File: src/rtl/key_press_reader.sv
// key_press_reader: synchronizes and debounces one active-low pushbutton.
// It produces one-cycle press and release strobes and a debounced level,
// and it counts accepted presses.
//
// Ports:
//   CLOCK_50  in   system clock; all logic runs on the rising edge
//   Resetn    in   asynchronous active-low reset
//   KEY       in   raw pushbutton, active-low, asynchronous to CLOCK_50
//   Press     out  one-cycle strobe when a press is accepted
//   Release   out  one-cycle strobe when a release is accepted
//   Pressed   out  debounced level (1 = button held)
//   Count     out  accepted presses, modulo 2**COUNT_W
//   LEDR      out  Count fitted to 10 bits (zero-extended or truncated)
module key_press_reader #(
  parameter int unsigned DEBOUNCE_CYCLES = 1000000,
  parameter int unsigned TW              = 20,
  parameter int unsigned COUNT_W         = 10
) (
  input  logic               CLOCK_50,
  input  logic               Resetn,
  input  logic               KEY,
  output logic               Press,
  output logic               Release,
  output logic               Pressed,
  output logic [COUNT_W-1:0] Count,
  output logic [9:0]         LEDR
);

  localparam int unsigned LEDR_W = 10;
  // Timer value on the last stable edge of a check window
  localparam logic [TW-1:0] TIMER_LAST = TW'(DEBOUNCE_CYCLES - 1);

  typedef enum logic [1:0] {
    ST_RELEASED    = 2'd0,
    ST_PRESS_CHK   = 2'd1,
    ST_HELD        = 2'd2,
    ST_RELEASE_CHK = 2'd3
  } state_e;

  state_e             state_q, state_d;
  logic [TW-1:0]      timer_q, timer_d;
  logic               k1_q, ks_q;
  logic               press_q, press_d;
  logic               release_q, release_d;
  logic               pressed_q, pressed_d;
  logic [COUNT_W-1:0] count_q, count_d;

  // Two-flop synchronizer; both flops reset to the released level
  always_ff @(posedge CLOCK_50 or negedge Resetn) begin
    if (!Resetn) begin
      k1_q <= 1'b1;
      ks_q <= 1'b1;
    end else begin
      k1_q <= KEY;
      ks_q <= k1_q;
    end
  end

  // State, timer and registered outputs
  always_ff @(posedge CLOCK_50 or negedge Resetn) begin
    if (!Resetn) begin
      state_q   <= ST_RELEASED;
      timer_q   <= '0;
      press_q   <= 1'b0;
      release_q <= 1'b0;
      pressed_q <= 1'b0;
      count_q   <= '0;
    end else begin
      state_q   <= state_d;
      timer_q   <= timer_d;
      press_q   <= press_d;
      release_q <= release_d;
      pressed_q <= pressed_d;
      count_q   <= count_d;
    end
  end

  // Next-state logic: a check state moves forward only after the full window
  // of stable ks, and falls back on any bounce without a strobe
  always_comb begin
    state_d   = state_q;
    timer_d   = timer_q;
    press_d   = 1'b0;
    release_d = 1'b0;
    count_d   = count_q;

    unique case (state_q)
      ST_RELEASED: begin
        if (!ks_q) begin
          state_d = ST_PRESS_CHK;
          timer_d = '0;
        end
      end
      ST_PRESS_CHK: begin
        if (ks_q) begin
          state_d = ST_RELEASED;
        end else if (timer_q == TIMER_LAST) begin
          state_d = ST_HELD;
          press_d = 1'b1;
          count_d = count_q + COUNT_W'(1);
        end else begin
          timer_d = timer_q + TW'(1);
        end
      end
      ST_HELD: begin
        if (ks_q) begin
          state_d = ST_RELEASE_CHK;
          timer_d = '0;
        end
      end
      ST_RELEASE_CHK: begin
        if (!ks_q) begin
          state_d = ST_HELD;
        end else if (timer_q == TIMER_LAST) begin
          state_d   = ST_RELEASED;
          release_d = 1'b1;
        end else begin
          timer_d = timer_q + TW'(1);
        end
      end
      default: state_d = ST_RELEASED;
    endcase

    // Debounced level follows the state being entered on this edge
    pressed_d = (state_d == ST_HELD) || (state_d == ST_RELEASE_CHK);
  end

  assign Press   = press_q;
  assign Release = release_q;
  assign Pressed = pressed_q;
  assign Count   = count_q;
  // Sized cast zero-extends a narrow count or keeps the low 10 bits of a wide one
  assign LEDR    = LEDR_W'(count_q);

endmodule

File: config.mk
export PLATFORM = sky130hd
export DESIGN_NAME = key_press_reader
export DESIGN_NICKNAME = d
export VERILOG_FILES = /design/src/rtl/key_press_reader.sv
export SDC_FILE = /design/constraint.sdc
export NUM_CORES = 1
export LEC_CHECK = 0
export CAP_MARGIN = 20
export CORE_MARGIN = 4
export CORE_UTILIZATION = 40
export CTS_CLUSTER_DIAMETER = 120
export DETAILED_ROUTE_END_ITERATION = 7
export HOLD_SLACK_MARGIN = 0.03
export PLACE_DENSITY = 0.72
export SYNTH_ARGS = -nofsm -noshare
export SYNTH_HDL_FRONTEND = slang
export SYNTH_SLANG_ARGS = --single-unit
File: constraint.sdc
create_clock -name CLOCK_50 -period 1.9 [get_ports CLOCK_50]
set_input_delay 0.475 -clock CLOCK_50 [delete_from_list [all_inputs] [get_ports CLOCK_50]]
set_output_delay 0.475 -clock CLOCK_50 [all_outputs]
set_load 0.1 [all_outputs]
==> results of run 1 <==
==> worst max-delay path: cells and delay by family (launching register included) <==
kind | cells | cell delay [ps]
xor+xnor | 1 | 140
flops | 1 | 420
simple gates | 4 | 800
buf+inv | 2 | 340
==> metal layers <==
layer / global-route usage [%] / share of wire, % / up-vias
li1: - / - / 691
met4: 8.103 / 2.4 / 0
met2: 23.50 / 52 / 37
met5: 0 / 0 / -
met3: 3.204 / 3.9 / 9
met1: 19.27 / 41 / 684
==> placed cells by master (no fill, tap or decap), types with 9 or more instances in the layout <==
master / count
nand2_1: 13
nand3_1: 11
dfrtp_1: 25
xnor2_1: 10
dfrtp_2: 9
buf_12: 23
nor2_1: 14
buf_4: 13
==> per-stage QoR <==
step           instances  utilization, %  total power [mW]  setup WS, ps
2_1_floorplan        179               -            0.8644        -18.02
3_3_place_gp         253           53.91            0.9200         117.8
3_5_place_dp         253           53.91            0.9238         26.19
4_1_cts              261           55.78             1.426         27.02
5_1_grt              262           56.61             1.483        -45.65
6_report             262           56.61             1.414         85.24
==> flip-flops by register name (all words and copies together) (netlist names) <==
| signal | flops |
|---|---|
| timer_q | 20 |
| Pressed | 1 |
| k1_q | 1 |
| ks_q | 1 |
| Count | 10 |
| state_q | 1 |
| Release | 1 |
| Press | 1 |
==> area by class of cell <==
type	count	share of cell area [%]
Clock buffer	7	3.096
Clock inverter	1	0.2030
Inverter	5	0.7614
Multi-Input combinational cell	123	32.74
Sequential cell	36	37.11
Tap cell	52	2.640
Timing Repair Buffer	38	23.45
==> power by group through the flow <==
stage                     logic [mW]  clock network (mW)  registers [mW]
final                          0.105               0.501           0.807
after global routing           0.118               0.556           0.809
after CTS                      0.107               0.517           0.803
after detailed placement       0.107                   0           0.817
after global placement         0.104                   0           0.816
after floorplan               0.0437                   0           0.821
==> kinds of logic (layout without fill, tap and decap cells) <==
| family | Yosys count | in the layout | synth area share, % |
|---|---|---|---|
| and+or+nand+nor | 78 | 78 | 23.06 |
| muxes | 2 | 2 | 1.258 |
| buffers and inverters | 20 | 51 | 6.708 |
| AOI/OAI and AO/OA | 23 | 23 | 8.316 |
| adders and majority gates | 2 | 2 | 1.397 |
| xor gates and xnor gates | 18 | 18 | 8.805 |
| DFF | 36 | 36 | 50.45 |
==> worst min-delay path by stage <==
stage | startpoint | end | slack, ps | cells after the start
after floorplan | Resetn | Count[0] | 180 | 0
after global placement | k1_q | ks_q | 350 | 0
after detailed placement | k1_q | ks_q | 350 | 0
after CTS | k1_q | ks_q | 360 | 0
after global routing | k1_q | ks_q | 370 | 0
final | k1_q | ks_q | 360 | 0
==> timing repair <==
item                                    in CTS  in global routing
resized for setup                            0                  7
endpoints found under the setup margin       0                 11
setup buffers                                0                  1
==> impl_metrics.csv, run 1 <==
group,metric,value,unit
status,status,"completed",
logic_synthesis,yosysTopAreaCell,"dfrtp_1",
power_and_ir_drop,pwr-share-seq,57.1,%
logic_synthesis,ys_top_cells_by_count,"dfrtp_1, nor2_1, nand2_1",
layout,syn_to_final_growth,37.67,%
logic_synthesis,yosys_warnings,0,
sta,relSlewSlack,69.25,%
sta,finClkSkew,8.921,ps
floorplanning,core,4354,µm²
logic_synthesis,synth.distinct_cells,35,
floorplanning,num_rows,24,
sta,setup_tns,0,ps
route,wl_per_cell,14.92,µm
floorplanning,io_pins,26,
setup_path,cp_cell_sequence,"nor4_1 > nand4b_1 > buf_4 > nor2_4 > buf_4 > nand3_1 > xnor2_1",
floorplanning,die_w,74.91,µm
clock_tree,cts_buffers,5,
logic_synthesis,synth.area.top_cells,"dfrtp_1, xnor2_1, buf_4, xor2_1, nor2_1",
setup_path,r2r_start,"timer_q[8]",
global_route,grt_max_degree,37,
clock_tree,path_clk_slew,70,ps
logic_synthesis,ys_seq_area_share,50.45,%
clock_tree,worstSkewPairLatency,280,ps
setup_path,critical-path-slowest-cell,"dfrtp_1",
layout,diodes,0,
sta,hold_violations,0,
sta,rsz0062_at_grt,"true",
power_and_ir_drop,p_int,1.083,mW
route,drt_wl_total,3910,µm
setup_path,endpoint_kind,"flip-flop",
place,place_area,2347,µm²
route,ant_nets,0,
logic_synthesis,netlist_area,1790,µm²
layout,drive_gt1_share,30.00,%
clock_tree,cts.sinks,36,
layout,fill_cells,337,
layout,multi_input_area,807.0,µm²
sta,drv_slew,0,
logic_synthesis,synth_edf_count,0,
place,portBuffers,25,
logic_synthesis,synthArstFlopShare,100.0,%
layout,fin_area,2465,µm²
global_route,grt_antenna_before_repair,0,
clock_tree,clk_path_buf_depth,2,
route,dr.pass1.iters,4,
route,via_per_inst,5.424,
route,vias,1421,
power_and_ir_drop,p_comb_share,7.5,%
setup_path,cp_max_fo,8,
logic_synthesis,synth_ff_type,"dfrtp_1",
setup_path,max_stage_delay,420,ps
sta,fmaxAchievable,0.5510,GHz
logic_synthesis,synth_seq_cells,36,
setup_path,cp_data_arrival_time,1990,ps
power_and_ir_drop,swShare,23.37,%
power_and_ir_drop,clockPowerShare,35.5,%
setup_path,path_common_cell,"buf_4",
logic_synthesis,yosysMostFrequentCell,"dfrtp_1",
logic_synthesis,synthesis.instances,179,
global_route,grt_usage,14.97,%
setup_path,reg2reg_depth,7,
floorplanning,start_util,41.12,%
global_route,grt_pass1_vias,1356,
power_and_ir_drop,power_density,573.5,nW/µm²
logic_synthesis,avgSynthCellArea,10.00,µm²
min_path,min_path_type,"reg -> reg",
route,drtIter0Drc,102,
sta,fin_hold_ws,362.0,ps
global_route,grt_pass1_wl,6265,µm
setup_path,worstReg2RegEnd,"Count[3]",
clock_tree,htreeDepth,2,
place,place_congestion,0.8428,
place,hpwl,2869,µm
route,drcViolationCount,0,
clock_tree,cts_tree,"built",
setup_path,crit_start,"timer_q[8]",
sta,final-setup-viol-count,0,
power_and_ir_drop,p_switching,330.4,µW
sta,tightest_slew,459.5,ps
logic_synthesis,synth_nets,184,
setup_path,required,2070,ps
floorplanning,die_height,74.91,µm
sta,final.min_clock_period,1815,ps
setup_path,startpoint_type,"flip-flop",
power_and_ir_drop,p_leak,1.043,nW
setup_path,setup.worst_path.end,"Count[3]",
clock_tree,cts-root-buf,"clkbuf_8",
floorplanning,design.die.area,5611,µm²
job,cap_violations,0,
logic_synthesis,yosysTopAreaCellShare,47.52,%
clock_tree,cts_hold_buffers,0,
setup_path,r2r_slack,90,ps
sta,fin_crit_sh,95.51,%
global_route,grt_overflow,0,
layout,seqCellArea,914.6,µm²
power_and_ir_drop,peakVddDrop,0.3457,mV
layout,fin_nets,214,
setup_path,crit_type,"reg -> reg",
No activity file was read; power rests on OpenSTA's default activity.
==> run 2: changes to the inputs <==
--- a/config.mk
+++ b/config.mk
@@ -11,7 +11,7 @@
 export CTS_CLUSTER_DIAMETER = 120
 export DETAILED_ROUTE_END_ITERATION = 7
 export HOLD_SLACK_MARGIN = 0.03
-export PLACE_DENSITY = 0.72
+export PLACE_DENSITY = 0.65
 export SYNTH_ARGS = -nofsm -noshare
 export SYNTH_HDL_FRONTEND = slang
 export SYNTH_SLANG_ARGS = --single-unit
==> impl_metrics.csv, run 2 (synthesis gave the netlist of run 1 again) <==
group,metric,value,unit
route,dr.pass1.iters,4,
place,portBuffers,25,
place,dp_slack,93.04,ps
global_route,grt_antenna_before_repair,0,
sta,fin_hold_ws,357.0,ps
floorplanning,start_util,41.12,%
sta,final.min_clock_period,1796,ps
layout,drive_gt1_share,31.46,%
global_route,grt_pass1_wl,6561,µm
layout,multi_input_area,804.5,µm²
sta,drv_slew,0,
clock_tree,cts-root-buf,"clkbuf_8",
layout,fin_area,2522,µm²
floorplanning,die_w,74.91,µm
layout,seqCellArea,913.4,µm²
setup_path,cp_data_arrival_time,1970,ps
floorplanning,design.die.area,5611,µm²
route,ant_nets,0,
route,via_per_inst,5.358,
layout,fill_cells,354,
setup_path,endpoint_kind,"flip-flop",
setup_path,max_stage_delay,430,ps
power_and_ir_drop,p_comb_share,6.8,%
clock_tree,cts.sinks,36,
clock_tree,path_clk_slew,70,ps
setup_path,crit_type,"reg -> reg",
setup_path,r2r_start,"timer_q[7]",
layout,largest_register_ffs,20,
floorplanning,io_pins,26,
sta,final-setup-viol-count,0,
setup_path,cp_max_fo,8,
layout,utilization,57.93,%
power_and_ir_drop,peakVddDrop,0.6155,mV
route,wl_met2,1927,µm
power_and_ir_drop,p_switching,344.8,µW
status,status,"completed",
power_and_ir_drop,p_int,1.218,mW
route,routed.top_layer,"met4",
layout,syn_to_final_growth,40.88,%
setup_path,worstReg2RegEnd,"Count[1]",
setup_path,required,2070,ps
clock_tree,cts_tree,"built",
clock_tree,worstSkewPairLatency,280,ps
global_route,grt_pass1_vias,1421,
floorplanning,core,4354,µm²
setup_path,startpoint_type,"flip-flop",
setup_path,reg2reg_depth,6,
power_and_ir_drop,p_leak,1.095,nW
sta,hold_violations,0,
setup_path,r2r_slack,100,ps
min_path,hp-start,"k1_q",
global_route,grt_max_degree,37,
power_and_ir_drop,power_density,619.4,nW/µm²
min_path,min_path_type,"reg -> reg",
layout,fin_nets,217,
power_and_ir_drop,swShare,22.06,%
layout,layout_common_cells,"dfrtp_1, buf_12, buf_4",
global_route,grt_usage,15.10,%
route,wl_met3,102,µm
place,place_congestion,0.8828,
place,place_area,2382,µm²
min_path,holdPathEnd,"ks_q",
setup_path,critical-path-slowest-cell,"dfrtp_1",
sta,tightest_slew,391.8,ps
floorplanning,die_height,74.91,µm
setup_path,crit_buf_inv,1,
floorplanning,num_rows,24,
clock_tree,htreeDepth,2,
layout,layout_commonest_cell,"dfrtp_1",
power_and_ir_drop,totalPowerFinal,1.562,mW
route,vias,1420,
sta,layout_setup_ws,104.3,ps
setup_path,cp_top_family,"simple AND/OR/NAND/NOR gates",
place,hpwl,2903,µm
sta,fmaxAchievable,0.5569,GHz
job,cap_violations,0,
sta,finClkSkew,8.561,ps
power_and_ir_drop,pwr-share-seq,51.5,%
route,wl_per_cell,14.51,µm
route,drt_wl_total,3846,µm
sta,relSlewSlack,73.64,%
clock_tree,cts_hold_buffers,0,
route,drtIter0Drc,110,
global_route,grt_overflow,0,
layout,largest_register,"timer_q",
layout,diodes,0,
setup_path,cp_cell_sequence,"nor4bb_2 > nand4b_1 > buf_4 > nor2_4 > nand2_2 > mux2_2",
min_path,hold-path-cell-count,0,
clock_tree,cts_buffers,5,
clock_tree,clk_path_buf_depth,2,
route,wl_met1,1797,µm
route,drcViolationCount,0,
power_and_ir_drop,clockPowerShare,41.7,%
sta,fin_crit_sh,94.51,%
[run 2: cell type report]
| type | instances | share of cell area [%] |
|---|---|---|
| multi-input cells | 123 | 31.89 |
| flip-flops and latches | 36 | 36.21 |
| clock buffers | 6 | 2.877 |
| repair buffers | 41 | 24.31 |
| inverters | 5 | 0.7440 |
| clock inverters | 2 | 1.389 |
| well taps | 52 | 2.579 |
[run 2: power by group through the flow]
stage | sequential, mW | combinational, mW | clock, mW
global placement | 0.816 | 0.104 | 0
CTS | 0.804 | 0.108 | 0.667
floorplan | 0.821 | 0.0437 | 0
finish | 0.805 | 0.107 | 0.651
detailed placement | 0.819 | 0.108 | 0
global route | 0.807 | 0.122 | 0.703
[run 2: repair_timing]
item	CTS	global route
endpoints found under the hold margin	0	0
resized for setup	0	6
setup endpoints to repair	0	9
buffers inserted	0	1
[run 2: worst max path at each step]
| stage | from | slack (ps) | endpoint | depth (start not counted) |
|---|---|---|---|---|
| after floorplan | timer_q[0] | -20 | timer_q[18] | 7 |
| after global placement | timer_q[8] | 140 | timer_q[16] | 6 |
| after detailed placement | timer_q[9] | 90 | Count[3] | 7 |
| after CTS | timer_q[6] | 90 | Count[1] | 6 |
| after global routing | timer_q[9] | -10 | Count[3] | 7 |
| final | timer_q[7] | 100 | Count[1] | 6 |
[run 2: through the flow]
| stage | std cells | TNS (ps) |
|---|---|---|
| 4_1_cts | 264 | 0 |
| 3_5_place_dp | 256 | 0 |
| 2_1_floorplan | 179 | -18.02 |
| 5_1_grt | 265 | -12.60 |
| 6_report | 265 | 0 |
| 3_3_place_gp | 256 | 0 |
[run 2: layer usage]
| metal | vias up | global-route usage, % |
|---|---|---|
| met5 | - | 0 |
| met4 | 0 | 3.953 |
| met3 | 2 | 3.204 |
| met2 | 21 | 23.69 |
| met1 | 701 | 21.29 |
| li1 | 696 | - |
[run 2: worst register-to-register path, stage by stage, from the launching register on]
cell and delay (ps):
dfrtp_1 430, nor4bb_2 330, nand4b_1 120, buf_4 190
nor2_4 220, nand2_2 110, mux2_2 280
==> run 3: changes to the inputs <==
--- a/config.mk
+++ b/config.mk
@@ -8,10 +8,13 @@
 export CAP_MARGIN = 20
 export CORE_MARGIN = 4
 export CORE_UTILIZATION = 40
+export CTS_BUF_LIST = sky130_fd_sc_hd__clkbuf_8
 export CTS_CLUSTER_DIAMETER = 120
 export DETAILED_ROUTE_END_ITERATION = 7
 export HOLD_SLACK_MARGIN = 0.03
 export PLACE_DENSITY = 0.65
+export SETUP_SLACK_MARGIN = 0.5
 export SYNTH_ARGS = -nofsm -noshare
 export SYNTH_HDL_FRONTEND = slang
 export SYNTH_SLANG_ARGS = --single-unit
+export TNS_END_PERCENT = 20
==> impl_metrics.csv, run 3 (synthesis gave the netlist of run 1 again) <==
group,metric,value,unit
clock_tree,cts_tree,"built",
setup_path,endpoint_kind,"flip-flop",
place,hpwl,3008,µm
global_route,grt_usage,19.41,%
place,place_congestion,0.8741,
clock_tree,clk_path_buf_depth,2,
route,dr.pass1.iters,4,
global_route,grt_overflow,0,
setup_path,cp_data_arrival_time,1940,ps
sta,fmaxAchievable,0.5675,GHz
global_route,grt_antenna_before_repair,0,
layout,diodes,0,
route,via_per_inst,5.444,
power_and_ir_drop,p_leak,1.249,nW
job,cap_violations,0,
floorplanning,io_pins,26,
layout,largest_register,"timer_q",
sta,hold_violations,0,
sta,setup_tns,0,ps
layout,layout_common_cells,"buf_4, dfrtp_1, buf_12",
floorplanning,core,4354,µm²
power_and_ir_drop,peakVddDrop,0.3755,mV
sta,drv_slew,0,
layout,layout_commonest_cell,"buf_4",
route,drt_wl_total,4648,µm
layout,fin_nets,240,
setup_path,required,2070,ps
min_path,min_path_type,"reg -> reg",
global_route,grt_pass1_vias,1719,
floorplanning,start_util,41.12,%
sta,tightest_slew,463.5,ps
sta,final.min_clock_period,1762,ps
global_route,grt_max_degree,37,
status,status,"completed",
setup_path,cp_max_fo,5,
route,drtIter0Drc,128,
sta,fin_crit_sh,92.74,%
setup_path,cp_cell_sequence,"nor4_2 > nand4b_1 > buf_6 > nor2_4 > nor2_1 > mux2_2",
route,wl_per_cell,16.14,µm
sta,final-setup-viol-count,0,
floorplanning,die_w,74.91,µm
layout,drive_gt1_share,46.61,%
global_route,grt_pass1_wl,8231,µm
layout,syn_to_final_growth,60.52,%
floorplanning,die_height,74.91,µm
setup_path,critical-path-slowest-cell,"dfrtp_1",
route,vias,1568,
floorplanning,design.die.area,5611,µm²
clock_tree,cts-root-buf,"clkbuf_8",
power_and_ir_drop,power_density,655.3,nW/µm²
sta,finClkSkew,5.056,ps
layout,largest_register_ffs,20,
clock_tree,cts_buffers,5,
route,ant_nets,0,
setup_path,crit_type,"reg -> reg",
clock_tree,htreeDepth,2,
sta,relSlewSlack,69.10,%
place,portBuffers,25,
sta,rsz0062_at_grt,"true",
clock_tree,cts.sinks,36,
route,drcViolationCount,0,
power_and_ir_drop,totalPowerFinal,1.883,mW
setup_path,startpoint_type,"flip-flop",
setup_path,max_stage_delay,420,ps
clock_tree,worstSkewPairLatency,290,ps
floorplanning,num_rows,24,
clock_tree,cts_hold_buffers,0,
clock_tree,path_clk_slew,70,ps
run 3: through the flow:
step / std cells / setup WS (ps) / utilization, % / hold WS (ps) / instance area, µm²
after floorplan: 179 / 1.403 / - / 179.4 / 1903
after global placement: 254 / 134.0 / 55.66 / 345.6 / 2424
after detailed placement: 254 / 82.90 / 55.66 / 352.3 / 2424
after CTS: 283 / 163.3 / 64.51 / 363.2 / 2809
after global routing: 288 / 60.17 / 66.01 / 370.1 / 2874
final: 288 / 138.0 / 66.01 / 362.5 / 2874
run 3: path summary, 6_finish.rpt:
check	from	end	slack (ps)	cells after the start
setup / recovery	timer_q[12]	timer_q[0]	140	6
hold / removal	k1_q	ks_q	360	0
setup reg to reg	timer_q[12]	timer_q[0]	140	6
hold reg to reg	k1_q	ks_q	360	0
max in group asynchronous	Resetn	Pressed	930	2
min in group asynchronous	Resetn	timer_q[4]	610	2
run 3: final cells by class:
class | count | area (µm²)
clock inverters | 3 | 90.09
multi-input cells | 124 | 939.7
flip-flops and latches | 36 | 917.1
well taps | 52 | 65.06
repair buffers | 63 | 774.5
inverters | 5 | 18.77
clock buffers | 5 | 68.82
fillers | 307 | 1480
run 3: routing by layer:
layer	routed length (µm)	share of wire [%]	global-route usage (%)	up-vias
met1	1943	42	24.02	751
met4	69	1.5	6.522	0
met5	0	0	0	-
li1	-	-	-	749
met3	278	6.0	4.940	11
met2	2356	51	32.98	57
run 3: worst max-delay path: cells and delay by family, from the launching register on:
family | cells | cell delay, ps
muxes | 1 | 280
and+or+nand+nor | 4 | 760
DFF | 1 | 420
buffers and inverters | 1 | 180
run 3: what timing repair did:
action	4_1_cts	5_1_grt
pin swaps	13	7
setup buffers	19	5
gates cloned	2	0
endpoints found under the setup margin	55	55
resized for setup	20	8
run 3: power breakdown:
group | internal (mW) | total [mW] | switching (mW)
Combinational | 0.0652 | 0.150 | 0.0852
Clock | 0.656 | 0.930 | 0.273
Sequential | 0.787 | 0.803 | 0.0168
